[config.mk]
export PLATFORM = sky130hd
export DESIGN_NAME = alu_seq_ctrl
export DESIGN_NICKNAME = d
export VERILOG_FILES = /design/src/rtl/alu_seq_ctrl.sv
export SDC_FILE = /design/constraint.sdc
export NUM_CORES = 1
export LEC_CHECK = 0
export BUFFER_PORTS_ARGS = -buffer_cell sky130_fd_sc_hd__buf_2
export CORE_MARGIN = 8
export CORE_UTILIZATION = 45
export CTS_BUF_LIST = sky130_fd_sc_hd__clkbuf_8
export DETAILED_ROUTE_END_ITERATION = 8
export PLACE_DENSITY_LB_ADDON = 0.12
export SLEW_MARGIN = 40
export SYNTH_ARGS = -nofsm -noshare
export SYNTH_HDL_FRONTEND = slang
export SYNTH_SLANG_ARGS = --single-unit
[constraint.sdc]
create_clock -name clk -period 3.5 [get_ports clk]
set_clock_uncertainty 0.05 [all_clocks]
set_input_delay 0.7 -clock clk [delete_from_list [all_inputs] [get_ports clk]]
set_output_delay 0.7 -clock clk [all_outputs]
set_load 0.1 [all_outputs]
[src/rtl/alu_seq_ctrl.sv]
// rtl/alu_seq_ctrl.sv - registered ALU-control decoder with iterative MULT/DIV sequencer
//
// Decodes the 4-bit ALU class and the R-type func field into a registered 3-bit ALU code.
// MULT (unsigned shift-add) and DIV (unsigned restoring) run one bit per cycle into HI/LO.
// Optional feature macro: ALU_SEQ_DIV_EN (when undefined, DIV decodes as illegal and the
// divider is not built).
//
// Ports:
//   clk, rst_n            clock (rising edge), asynchronous active-low reset
//   valid_in              request strobe, accepted when busy is low
//   UC_aluOp[3:0]         ALU class from the control unit
//   func[5:0]             R-type function field
//   op_a, op_b[WIDTH]     rs / rt operands, latched at accept
//   ALU_aluOp[2:0]        registered ALU operation code
//   out_valid             one-cycle pulse per accepted request
//   illegal               unknown class or func, registered with out_valid
//   busy                  iterative MULT/DIV in progress
//   done                  one-cycle pulse, hi/lo just loaded
//   hi, lo[WIDTH]         MULT product halves / DIV remainder and quotient
//   div_zero              sticky until next accept: last DIV had divisor 0
module alu_seq_ctrl #(
    parameter int         WIDTH      = 32,
    parameter logic [2:0] ILLEGAL_OP = 3'b110
) (
    input  logic             clk,
    input  logic             rst_n,
    input  logic             valid_in,
    input  logic [3:0]       UC_aluOp,
    input  logic [5:0]       func,
    input  logic [WIDTH-1:0] op_a,
    input  logic [WIDTH-1:0] op_b,
    output logic [2:0]       ALU_aluOp,
    output logic             out_valid,
    output logic             illegal,
    output logic             busy,
    output logic             done,
    output logic [WIDTH-1:0] hi,
    output logic [WIDTH-1:0] lo,
    output logic             div_zero
);

    localparam int CW = $clog2(WIDTH + 1);

    typedef enum logic [1:0] {
        S_IDLE,
        S_MUL
`ifdef ALU_SEQ_DIV_EN
        , S_DIV
`endif
    } state_t;

    state_t               state, state_nxt;
    logic [CW-1:0]        cnt;
    logic [2*WIDTH-1:0]   acc;      // {upper, lower}: product or {remainder, quotient}
    logic [WIDTH-1:0]     opnd;     // multiplicand or divisor
    logic                 accept;
    logic                 last_iter;
    logic [2:0]           dec_op;
    logic                 dec_illegal;
    logic                 is_mult;
    logic [WIDTH:0]       mul_sum;
    logic [2*WIDTH-1:0]   mul_step;
`ifdef ALU_SEQ_DIV_EN
    logic                 is_div;
    logic [WIDTH:0]       div_tmp;
    logic [WIDTH:0]       div_rem;
    logic                 div_ge;
    logic [2*WIDTH-1:0]   div_step;
`endif

    assign accept    = valid_in && !busy;
    assign last_iter = (cnt == CW'(WIDTH - 1));

    // Class / func decode
    always_comb begin
        dec_op      = ILLEGAL_OP;
        dec_illegal = 1'b1;
        is_mult     = 1'b0;
`ifdef ALU_SEQ_DIV_EN
        is_div      = 1'b0;
`endif
        case (UC_aluOp)
            4'b0001, 4'b0100, 4'b1000: begin dec_op = 3'b010; dec_illegal = 1'b0; end
            4'b0000:                   begin dec_op = 3'b000; dec_illegal = 1'b0; end
            4'b0010:                   begin dec_op = 3'b001; dec_illegal = 1'b0; end
            4'b0011:                   begin dec_op = 3'b100; dec_illegal = 1'b0; end
            4'b0101:                   begin dec_op = 3'b011; dec_illegal = 1'b0; end
            4'b0110, 4'b1001:          begin dec_op = 3'b110; dec_illegal = 1'b0; end
            4'b0111: begin
                case (func)
                    6'b100100: begin dec_op = 3'b000; dec_illegal = 1'b0; end
                    6'b100101: begin dec_op = 3'b001; dec_illegal = 1'b0; end
                    6'b100000: begin dec_op = 3'b010; dec_illegal = 1'b0; end
                    6'b100010: begin dec_op = 3'b011; dec_illegal = 1'b0; end
                    6'b101010: begin dec_op = 3'b100; dec_illegal = 1'b0; end
                    6'b000000: begin dec_op = 3'b110; dec_illegal = 1'b0; end
                    6'b011000: begin dec_op = 3'b111; dec_illegal = 1'b0; is_mult = 1'b1; end
`ifdef ALU_SEQ_DIV_EN
                    6'b011010: begin dec_op = 3'b101; dec_illegal = 1'b0; is_div = 1'b1; end
`endif
                    default: ;
                endcase
            end
            default: ;
        endcase
    end

    // One shift-add step: add multiplicand when the multiplier LSB is set, then shift right
    assign mul_sum  = {1'b0, acc[2*WIDTH-1:WIDTH]} + (acc[0] ? {1'b0, opnd} : '0);
    assign mul_step = {mul_sum, acc[WIDTH-1:1]};

`ifdef ALU_SEQ_DIV_EN
    // One restoring step: shift next dividend bit into the remainder, subtract if it fits
    assign div_tmp  = {acc[2*WIDTH-1:WIDTH], acc[WIDTH-1]};
    assign div_ge   = (div_tmp >= {1'b0, opnd});
    assign div_rem  = div_ge ? (div_tmp - {1'b0, opnd}) : div_tmp;
    assign div_step = {div_rem[WIDTH-1:0], acc[WIDTH-2:0], div_ge};
`endif

    // FSM: state register
    always_ff @(posedge clk or negedge rst_n) begin
        if (!rst_n) state <= S_IDLE;
        else        state <= state_nxt;
    end

    // FSM: next state
    always_comb begin
        state_nxt = state;
        case (state)
            S_IDLE: begin
                if (accept && is_mult)
                    state_nxt = S_MUL;
`ifdef ALU_SEQ_DIV_EN
                else if (accept && is_div && (op_b != '0))
                    state_nxt = S_DIV;
`endif
            end
            default: if (last_iter) state_nxt = S_IDLE;
        endcase
    end

    // FSM: outputs
    always_comb begin
        busy = (state != S_IDLE);
    end

    // Datapath and registered outputs
    always_ff @(posedge clk or negedge rst_n) begin
        if (!rst_n) begin
            ALU_aluOp <= '0;
            out_valid <= 1'b0;
            illegal   <= 1'b0;
            done      <= 1'b0;
            hi        <= '0;
            lo        <= '0;
            div_zero  <= 1'b0;
            cnt       <= '0;
            acc       <= '0;
            opnd      <= '0;
        end else begin
            out_valid <= accept;
            done      <= 1'b0;
            if (accept) begin
                ALU_aluOp <= dec_op;
                illegal   <= dec_illegal;
                div_zero  <= 1'b0;
                cnt       <= '0;
                if (is_mult) begin
                    acc  <= {{WIDTH{1'b0}}, op_b};
                    opnd <= op_a;
                end
`ifdef ALU_SEQ_DIV_EN
                if (is_div) begin
                    if (op_b == '0) begin
                        // Divide by zero completes in the accept cycle without iterating
                        hi       <= op_a;
                        lo       <= '1;
                        div_zero <= 1'b1;
                        done     <= 1'b1;
                    end else begin
                        acc  <= {{WIDTH{1'b0}}, op_a};
                        opnd <= op_b;
                    end
                end
`endif
            end else if (state == S_MUL) begin
                acc <= mul_step;
                cnt <= cnt + 1'b1;
                if (last_iter) begin
                    {hi, lo} <= mul_step;
                    done     <= 1'b1;
                end
            end
`ifdef ALU_SEQ_DIV_EN
            else if (state == S_DIV) begin
                acc <= div_step;
                cnt <= cnt + 1'b1;
                if (last_iter) begin
                    {hi, lo} <= div_step;
                    done     <= 1'b1;
                end
            end
`endif
        end
    end

endmodule
==> results by group <==
Outcome
  – Status: finished clean

Synth
  – Synth Register Bits: 173
  – Most frequently used flop master after synthesis: dfrtp_1
  – Synth Area in Compound Gates: 15.4%
  – Number of synthesized flops with an enable pin: 0
  – Mapped Cells: 954
  – Synth Area in XOR/XNOR: 2.39%
  – Post-synthesis mux area share: 9.09%
  – Simple-gate share of the synthesized area: 18.2%
  – Largest family of logic cells by synthesized area: simple AND/OR/NAND/NOR gates
  – Syn_area_per_cell: 9.62 µm²
  – FFs w/ async S/R, synth: 100%
  – Unique masters post-synth: 77
  – Post-synthesis cell area: 9180 µm²
  – Post-Syn Nets: 1065
  – Adder and majority gate portion of the synthesized area: 4.72%
  – Yosys warns: 0
  – Sequential fraction of the synthesis area: 47.2%

Setup path
  – CP bufs+invs: 1
  – CP arrival: 3370 ps
  – Setup CP Type: register to register
  – CP startpoint kind: register
  – Peak per-stage delay on the critical path: 450 ps
  – Critical path endpoint category: register
  – Data required, critical path: 3840 ps
  – CP delay by family, top: compound AO/OA/AOI/OAI gates
  – Worst path slowest cell: or4b_1
  – Critical Path Fanout Max: 20
  – Critical path cell sequence: buf_4 -> and2_1 -> fa_1 -> a21oi_1 -> o221ai_1 -> a31oi_2 -> o221ai_2 -> o21ai_1 -> or4b_1 -> o211ai_1

Layout
  – Non-filler cells, final: 1372
  – Fill count: 1912
  – Register area: 4330 µm²
  – Area delta synth->final: 15.8%
  – Footprint of the multi-input gates: 4600 µm²
  – # nets final: 1199
  – Share of cells above drive strength 1: 23.3%

Timing
  – Hold Fails Final Rpt: 0
  – Final number of setup-violating endpoints: 0
  – Final Cycle Share: 86.7%
  – Unrepaired setup endpoints after global routing: false
  – Sum of negative setup slack: 0 ps
  – Max-slew headroom: 47.0%
  – Worst slew pin tran: 794 ps
  – Fin crit period: 3030 ps
  – Slew Viols, Final: 0
  – Fmax: 0.330 GHz

Placed design
  – DP Wirelength: 17100 µm
  – Global placement routability congestion: 0.873
  – Port bufs: 147
  – DP Cell Count: 1339

Clock tree
  – CTS Buf Count: 17
  – Clock Path Buffers: 2
  – CTS resizes: 0
  – H-tree levels: 4
  – Worst-Skew Late Latency: 470 ps
  – CTS Sinks: 173
  – Hold buffers post-CTS: 0
  – Clock root buffer: clkbuf_8
  – Post-CTS repair timing setup buffer count: 0
  – Clock-pin slew on the worst setup and hold paths: 100 ps
  – CTS tree: done

Routing
  – Drt pass-1 iters: 5
  – Initial DRC count: 434
  – ANT nets after route: 0
  – DR vias: 7217
  – Wire per inst: 17.1 µm
  – Via-to-Cell Ratio: 5.26
  – # DRC: 0
  – Routed WL: 23500 µm

Hold path
  – HP Class: input port to async pin

Floorplanning
  – Initial Util: 45.7%
  – Die area: 25200 µm²
  – Boundary Pins: 149
  – Die X: 159 µm
  – Row count: 52
  – Die Span Y: 159 µm
  – Core ar.: 20100 µm²

GRT
  – Initial antenna violation count: 0
  – Overall Global Routing Usage: 19.0%
  – First-pass GRT wire length: 39700 µm
  – GRT overflow: 0
  – Vias in the first global route: 7476
  – Largest net degree at the start of global routing: 68

Power and ir drop
  – VDD IR max: 0.000243 V
  – P_leak: 5.46 nW
  – PD cells: 470 nW/µm²

Run
  – Max-cap violation count: 0
[registers in the layout, indices dropped and copies added, names as in the netlist]
| signal | cells |
|---|---|
| illegal | 1 |
| lo | 32 |
| done | 1 |
| opnd | 32 |
| out_valid | 1 |
| state | 1 |
| ALU_aluOp | 3 |
| cnt | 6 |
| hi | 32 |
| acc | 64 |
[layout make-up]
cell class | instances | share of cell area [%]
clock buffer | 18 | 2.33
tap | 270 | 3.18
inverter | 16 | 0.565
clock inverter | 14 | 1.64
antenna | 1 | 0.0235
sequential | 173 | 40.7
multi-input combinational | 718 | 43.3
timing repair buffer | 162 | 8.28
[placed cells by master, fill, tap and decap left out, drive strengths merged, types with 3 or more instances in the layout]
cell,netlist,final
nand2,214,214
dfrtp,173,173
buf,22,162
o21ai,86,86
a21oi,44,44
mux2,43,43
and2,38,38
mux2i,35,35
ha,33,33
nor2,32,32
inv,16,23
nand3,20,20
clkbuf,25,18
a22o,16,16
xor2,14,14
xnor2,11,11
a31oi,10,10
nand4,9,9
a21o,9,9
o31ai,9,9
nor2b,8,8
nor3,7,7
or3,7,7
nand2b,6,6
o21bai,6,6
o211ai,6,6
o21a,4,4
a211oi,4,4
a21boi,4,4
and3,3,3
clkinvlp,0,3
or4b,3,3
o221ai,3,3
nor4,3,3
[final timing paths]
kind | from | to | slack, ps | cells past startpoint
max | acc[0] | acc[57] | 470 | 10
min | rst_n | out_valid | 160 | 1
max reg2reg | acc[0] | acc[57] | 470 | 10
min reg2reg | lo[17] | lo[17] | 420 | 2
max in group asynchronous | rst_n | acc[60] | 2430 | 2
min in group clk | op_a[28] | opnd[28] | 390 | 2
[through the flow]
step                utilization (%)  hold slack, ps  total power, mW  setup WS (ps)  cell area (µm²)
floorplan                         -             354             3.19            824             9180
global placement               50.8             393             3.51            556            10200
detailed placement             50.8             401             3.53            502            10200
CTS                            52.9             162             5.05            474            10600
global route                   52.9             189             5.30            249            10600
finish                         52.9             161             5.00            466            10600
[synth_stat cells (4+ instances only)]
library cell	number	area (µm²)
mux2i_1	35	350
a21oi_1	43	215
a22o_1	16	140
or3_1	7	43.8
o21ai_1	15	75.1
buf_2	16	80.1
o211ai_1	5	37.5
nand3_1	20	100
o31ai_1	9	67.6
inv_1	15	56.3
mux2_1	4	45.0
o21bai_1	6	45.0
xor2_1	14	123
dfrtp_1	173	4330
a211oi_1	4	30.0
nor2b_1	7	43.8
ha_1	33	413
o21ai_0	70	350
nand4_1	9	56.3
xnor2_1	11	96.3
a21o_1	9	67.6
clkbuf_1	25	93.8
o21a_1	4	30.0
nor3_1	7	35.0
nand2b_1	6	37.5
a31oi_1	8	50.1
nor2_1	31	116
mux2_2	39	439
and2_1	37	231
nand2_1	214	803
[report_power, final]
group	internal [mW]	switching, mW	total, mW	leakage, nW
logic	0.432	0.698	1.13	2.93
registers	2.22	0.147	2.36	2.33
clock network	0.681	0.821	1.50	0.204
total	3.33	1.67	5.00	5.46
[layer usage]
metal  track usage, %  routed length (µm)  vias to the layer above
li1                 -                   -                     3607
met1             24.9               11000                     3423
met2             32.0               11200                      170
met3             4.01                 992                       17
met4             3.81                 195                        0
met5                0                   0                        -
[kinds of logic (layout without fill, tap and decap cells)]
kind of cell	Yosys count	in the layout
buffers and inverters	63	210
AO/OA/AOI/OAI	218	218
XOR/XNOR	25	25
AND/OR/NAND/NOR	362	362
flip-flops	173	173
multiplexers	78	78
adder cells (fa/ha/maj)	34	34
other	1	2
Note: power is estimated with default switching activity, not from simulation.
